**config.mk**
```make
export PLATFORM = sky130hd
export DESIGN_NAME = npm_toggle_timer_primitive_flat
export DESIGN_NICKNAME = d
export VERILOG_FILES = /design/src/rtl/npm_toggle_timer_primitive_if.sv /design/src/rtl/npm_toggle_timer_primitive.sv /design/src/flat_wrapper.sv
export SDC_FILE = /design/constraint.sdc
export NUM_CORES = 1
export LEC_CHECK = 0
export CAP_MARGIN = 20
export CORE_UTILIZATION = 54
export CTS_CLUSTER_SIZE = 8
export DETAILED_ROUTE_END_ITERATION = 10
export MAX_ROUTING_LAYER = met4
export PLACE_DENSITY = 0.95
export SLEW_MARGIN = 20
export SYNTH_ARGS = -nofsm -noshare
export SYNTH_HDL_FRONTEND = slang
export SYNTH_SLANG_ARGS = --single-unit
```
**constraint.sdc**
```tcl
create_clock -name iSystemClock -period 9.1 [get_ports iSystemClock]
set_input_delay 1.365 -clock iSystemClock [delete_from_list [all_inputs] [get_ports iSystemClock]]
set_output_delay 1.365 -clock iSystemClock [all_outputs]
set_load 0.1 [all_outputs]
```
**src/rtl/npm_toggle_timer_primitive_if.sv**
```systemverilog
// PM command bus between a single-command controller (master) and a
// primitive executor such as the toggle timer (slave).
interface npm_toggle_timer_primitive_if;
  logic [7:0]  iPCommand;
  logic [2:0]  iPCommandOption;
  logic [15:0] iNumOfData;
  logic [7:0]  oPM_Ready;
  logic [7:0]  oPM_LastStep;

  modport master (
    output iPCommand,
    output iPCommandOption,
    output iNumOfData,
    input  oPM_Ready,
    input  oPM_LastStep
  );

  modport slave (
    input  iPCommand,
    input  iPCommandOption,
    input  iNumOfData,
    output oPM_Ready,
    output oPM_LastStep
  );
endinterface

```
**src/rtl/npm_toggle_timer_primitive.sv**
```systemverilog
// Toggle NAND timer primitive executor.
// Accepts a timer command on its own iPCommand bit while idle, counts down
// iNumOfData clock cycles (or prescaled ticks of PrescaleDiv cycles) and
// pulses LastStep for one cycle when the count reaches zero.
// Ready/LastStep are kept as flops loaded from the next-state decode, so
// they change only on clock edges and carry no combinational glitches,
// while keeping the exact cycle timing of a (state, count) decode.
module npm_toggle_timer_primitive #(
  parameter int unsigned PrescaleDiv = 100,
  parameter int unsigned PCommandBit = 0
) (
  input  logic                         iSystemClock,
  input  logic                         iReset,
  npm_toggle_timer_primitive_if.slave  pmBus
);

  // Prescaler must hold PrescaleDiv-1; keep at least one bit for PrescaleDiv=1.
  localparam int unsigned PrescW = (PrescaleDiv > 1) ? $clog2(PrescaleDiv) : 1;
  localparam logic [PrescW-1:0] PrescReload = PrescW'(PrescaleDiv - 1);
  // Only this bit of the one-hot command/status bytes belongs to this primitive.
  localparam logic [7:0] OwnMask = 8'h01 << PCommandBit;

  typedef enum logic [0:0] {
    StIdle = 1'b0,
    StRun  = 1'b1
  } tState;

  tState             stateR;
  tState             stateNextS;
  logic [15:0]       countR;
  logic [15:0]       countNextS;
  logic [PrescW-1:0] prescR;
  logic [PrescW-1:0] prescNextS;
  logic              modeR;
  logic              modeNextS;
  logic              readyR;
  logic              readyNextS;
  logic              lastStepR;
  logic              lastStepNextS;
  logic              cmdOwnS;
  logic              prescModeSelS;

  // Count decrement that can never wrap below zero.
  function automatic logic [15:0] decSat(input logic [15:0] value);
    logic [15:0] result;
    if (value == 16'd0) begin
      result = 16'd0;
    end else begin
      result = value - 16'd1;
    end
    return result;
  endfunction

  // Masking the whole byte ignores every command bit except our own.
  assign cmdOwnS       = |(pmBus.iPCommand & OwnMask);
  assign prescModeSelS = (pmBus.iPCommandOption == 3'b001);

  // Next-state, counter and prescaler update plus next value of the status bits.
  always_comb begin
    stateNextS    = stateR;
    countNextS    = countR;
    prescNextS    = prescR;
    modeNextS     = modeR;
    readyNextS    = 1'b1;
    lastStepNextS = 1'b0;

    case (stateR)
      StIdle: begin
        if (cmdOwnS) begin
          stateNextS = StRun;
          countNextS = pmBus.iNumOfData;
          prescNextS = PrescReload;
          modeNextS  = prescModeSelS;
        end else begin
          stateNextS = StIdle;
        end
      end
      StRun: begin
        if (countR == 16'd0) begin
          // Completion cycle just ended; a command held here is not taken.
          stateNextS = StIdle;
        end else if (!modeR) begin
          countNextS = decSat(countR);
        end else if (prescR == {PrescW{1'b0}}) begin
          prescNextS = PrescReload;
          countNextS = decSat(countR);
        end else begin
          prescNextS = prescR - PrescW'(1);
        end
      end
      default: begin
        stateNextS = StIdle;
        countNextS = 16'd0;
        prescNextS = {PrescW{1'b0}};
        modeNextS  = 1'b0;
      end
    endcase

    readyNextS    = (stateNextS == StIdle);
    lastStepNextS = (stateNextS == StRun) && (countNextS == 16'd0);
  end

  // State, counter, prescaler, mode and status flops with asynchronous reset.
  always_ff @(posedge iSystemClock or negedge iReset) begin
    if (!iReset) begin
      stateR    <= StIdle;
      countR    <= 16'd0;
      prescR    <= {PrescW{1'b0}};
      modeR     <= 1'b0;
      readyR    <= 1'b1;
      lastStepR <= 1'b0;
    end else begin
      stateR    <= stateNextS;
      countR    <= countNextS;
      prescR    <= prescNextS;
      modeR     <= modeNextS;
      readyR    <= readyNextS;
      lastStepR <= lastStepNextS;
    end
  end

  assign pmBus.oPM_Ready    = readyR    ? OwnMask : 8'h00;
  assign pmBus.oPM_LastStep = lastStepR ? OwnMask : 8'h00;

endmodule

```
**src/flat_wrapper.sv**
```systemverilog
// flat-port wrapper written by rule: the top's interface ports become plain ports
module npm_toggle_timer_primitive_flat 
#(
  parameter int unsigned PrescaleDiv = 100,
  parameter int unsigned PCommandBit = 0
)
  (iSystemClock, iReset, pmBus_iPCommand, pmBus_iPCommandOption, pmBus_iNumOfData, pmBus_oPM_Ready, pmBus_oPM_LastStep);
  npm_toggle_timer_primitive_if pmBus_i ();
  input  logic iSystemClock;
  input  logic iReset;
  input wire logic [$bits(pmBus_i.iPCommand)-1:0] pmBus_iPCommand;
  input wire logic [$bits(pmBus_i.iPCommandOption)-1:0] pmBus_iPCommandOption;
  input wire logic [$bits(pmBus_i.iNumOfData)-1:0] pmBus_iNumOfData;
  output wire logic [$bits(pmBus_i.oPM_Ready)-1:0] pmBus_oPM_Ready;
  output wire logic [$bits(pmBus_i.oPM_LastStep)-1:0] pmBus_oPM_LastStep;
  assign pmBus_i.iPCommand = pmBus_iPCommand;
  assign pmBus_i.iPCommandOption = pmBus_iPCommandOption;
  assign pmBus_i.iNumOfData = pmBus_iNumOfData;
  assign pmBus_oPM_Ready = pmBus_i.oPM_Ready;
  assign pmBus_oPM_LastStep = pmBus_i.oPM_LastStep;
  npm_toggle_timer_primitive #(.PrescaleDiv(PrescaleDiv), .PCommandBit(PCommandBit)) u_core (.iSystemClock(iSystemClock), .iReset(iReset), .pmBus(pmBus_i));
endmodule
```
==> flow_summary.yaml <==
clock_tree:
  cts_resized: 0
  clk-insertion-delay-late_ns: 0.33
  cts_max_path_buffers: 2
  htree_levels: 1
  numClockSinks: 27
  post_cts_buffers: 0
  hold_buffers: 0
  cts_tree: "yes"
  cts-buffers-inserted: 3
  cts_root_buf: "clkbuf_4"
  clk_pin_slew_ns: 0.15
global_routing:
  antenna_found_initial: 0
  grt_pass1_vias: 1481
  grt_pass1_wl_um: 6380
  grt.total_usage: 0.235
  overflow: 0
  grt_max_degree: 38
placed_design:
  hpwl_um: 2910
  place.gp.congestion: 0.868
  place_area_sq_um: 2080
  io_buffer_count: 23
timing:
  maxSlewHeadroom: 0.334
  setup_viol: 0
  worst_slew_pin_slew_ns: 0.996
  period_share: 0.405
  grt_setup_unrepaired: "no"
  finalClockSkew_ns: 0.00824
  fmaxAchievable_mhz: 271
  finalMaxSlewViolations: 0
  fin_crit_ns: 3.68
  final-hold-violation-count: 0
  fin_tns_setup_ns: 0
yosys:
  netlist_instances: 208
  synthArstFlopShare: 1.00
  synth-seq-cells: 27
  yosysUniqueCellTypes: 50
  synthFlopType: "dfrtp_1"
  yosysSeqAreaShare: 0.355
  yosys_warnings: 0
  synth_area_sq_um: 1910
  synth_edf_count: 0
  avgSynthCellArea_sq_um: 9.18
worst_setup_path:
  crit_arrival_ns: 3.93
  r2r-start: "u_core.prescR[0]"
  rr_worst_depth: 9
  end_kind: "register"
  path_max_fanout: 27
  critPathLaunch: "pmBus_iPCommand[0]"
  reg2reg_setup_slack_ns: 5.81
  crit_type: "in2reg"
  r2r-end: "u_core.lastStepR"
  cp-start-kind: "primary input"
  required_ns: 9.34
die:
  coreArea_sq_um: 3360
  rows: 21
  start_util: 0.568
  die_w_um: 61.5
  ios: 45
  dieArea_sq_um: 3780
  die_h_um: 61.5
routing:
  wl_per_cell_um: 15.1
  drt_iter0_markers: 132
  wl_um: 4070
  firstDrtPassIters: 4
  ant_nets: 0
  route.detailed.drc: 0
  via_per_inst: 5.95
  vias: 1607
min_path:
  holdCritPathClass: "reg2reg"
  hold_end: "u_core.prescR[0]"
  holdPathStages: 1
  min_from: "u_core.prescR[0]"
final_layout:
  drive_gt1_frac: 0.0938
  syn2layout_area_growth_pct: 10.7
  fin_nets: 257
  diodes: 0
  fin_area_sq_um: 2110
run:
  cap_violations: 0
pwr:
  p_leak_nw: 0.815
  ir_drop_v: 0.0000940
  pwr_density_cell_nw_per_um2: 235
  power_mw: 0.498
status:
  outcome: "finished, final reports clean"
## layer usage
layer	wire length, um	vias up	GRT usage
met5	0	-	-
met4	85	0	0.105
met3	183	10	0.0231
met2	2030	62	0.387
met1	1780	748	0.292
li1	-	787	-
## logic make-up after synthesis
group           synth area share
compound gates             0.238
fa+ha+maj                 0.0197
xor+xnor                  0.0229
other cells              0.00196
buf+inv                    0.103
flops                      0.355
mux                       0.0321
simple gates               0.228
## cell type report
class,instances,area [sq um]
multi-input cells,162,1080
fillers,277,1250
inverters,7,26.3
repair buffers,24,238
well taps,46,57.6
flip-flops and latches,27,678
clock inverters,1,7.51
clock buffers,3,22.5
## worst max-delay path by stage
stage / to / slack, ns / depth (start not counted)
after floorplan: u_core.lastStepR / 5.92 / 7
after global placement: u_core.lastStepR / 5.09 / 6
after detailed placement: u_core.lastStepR / 5.05 / 6
after CTS: u_core.lastStepR / 5.40 / 6
after global routing: u_core.lastStepR / 5.25 / 6
final: u_core.lastStepR / 5.42 / 6
## critical path: stages
cell and delay (ns):
clkdlybuf4s50_1 0.93, nor2b_1 0.42, a22oi_1 0.22, o211ai_1 0.15, or4_1 0.56, nor4_2 0.28
## per-stage QoR
| stage | worst slack [ns] | instances | hold slack [ns] | utilization |
|---|---|---|---|---|
| final | 5.42 | 270 | 0.570 | 0.629 |
| after floorplan | 5.92 | 221 | 0.474 | - |
| after detailed placement | 5.05 | 266 | 0.534 | 0.619 |
| after global placement | 5.09 | 266 | 0.505 | 0.619 |
| after CTS | 5.40 | 270 | 0.568 | 0.628 |
| after global routing | 5.25 | 270 | 0.584 | 0.629 |
## cell usage in the layout, fill, tap and decap left out, types with 4 or more instances in the layout
master and n:
a211oi_1 10, a21oi_1 4, a31oi_1 10, clkdlybuf4s50_1 23
conb_1 14, dfrtp_1 25, inv_1 7, mux2i_1 5
nand2_1 12, nand3_1 4, nor2_1 13, nor2b_1 11
o21ai_0 12, o31ai_1 7, or3_1 7, or4_1 9
## state kept, by name (all words and copies together), names as in the netlist
| signal | cells |
|---|---|
| u_core.countR | 16 |
| u_core.prescR | 7 |
| u_core.lastStepR | 1 |
| u_core.modeR | 1 |
| u_core.readyR | 1 |
| u_core.stateR | 1 |
## synth_stat cells (4+ instances only)
master | count | area share
buf_4 | 16 | 0.063
clkbuf_1 | 6 | 0.012
o21ai_0 | 12 | 0.031
a21oi_1 | 4 | 0.010
mux2i_1 | 5 | 0.026
nand3_1 | 4 | 0.010
o31ai_1 | 7 | 0.028
inv_1 | 7 | 0.014
nor2_1 | 13 | 0.026
or4_1 | 9 | 0.035
a31oi_1 | 10 | 0.033
a211oi_1 | 10 | 0.039
nor2b_1 | 11 | 0.036
or3_1 | 7 | 0.023
nand2_1 | 12 | 0.024
dfrtp_1 | 26 | 0.34
## power by group
group	total (mW)	leakage, nW	internal, mW	switching, mW
logic	0.230	0.488	0.0983	0.132
registers	0.214	0.312	0.161	0.0534
clock network	0.0535	0.0139	0.0168	0.0367
total	0.498	0.815	0.276	0.222
Power figures use the tool's default switching activity.
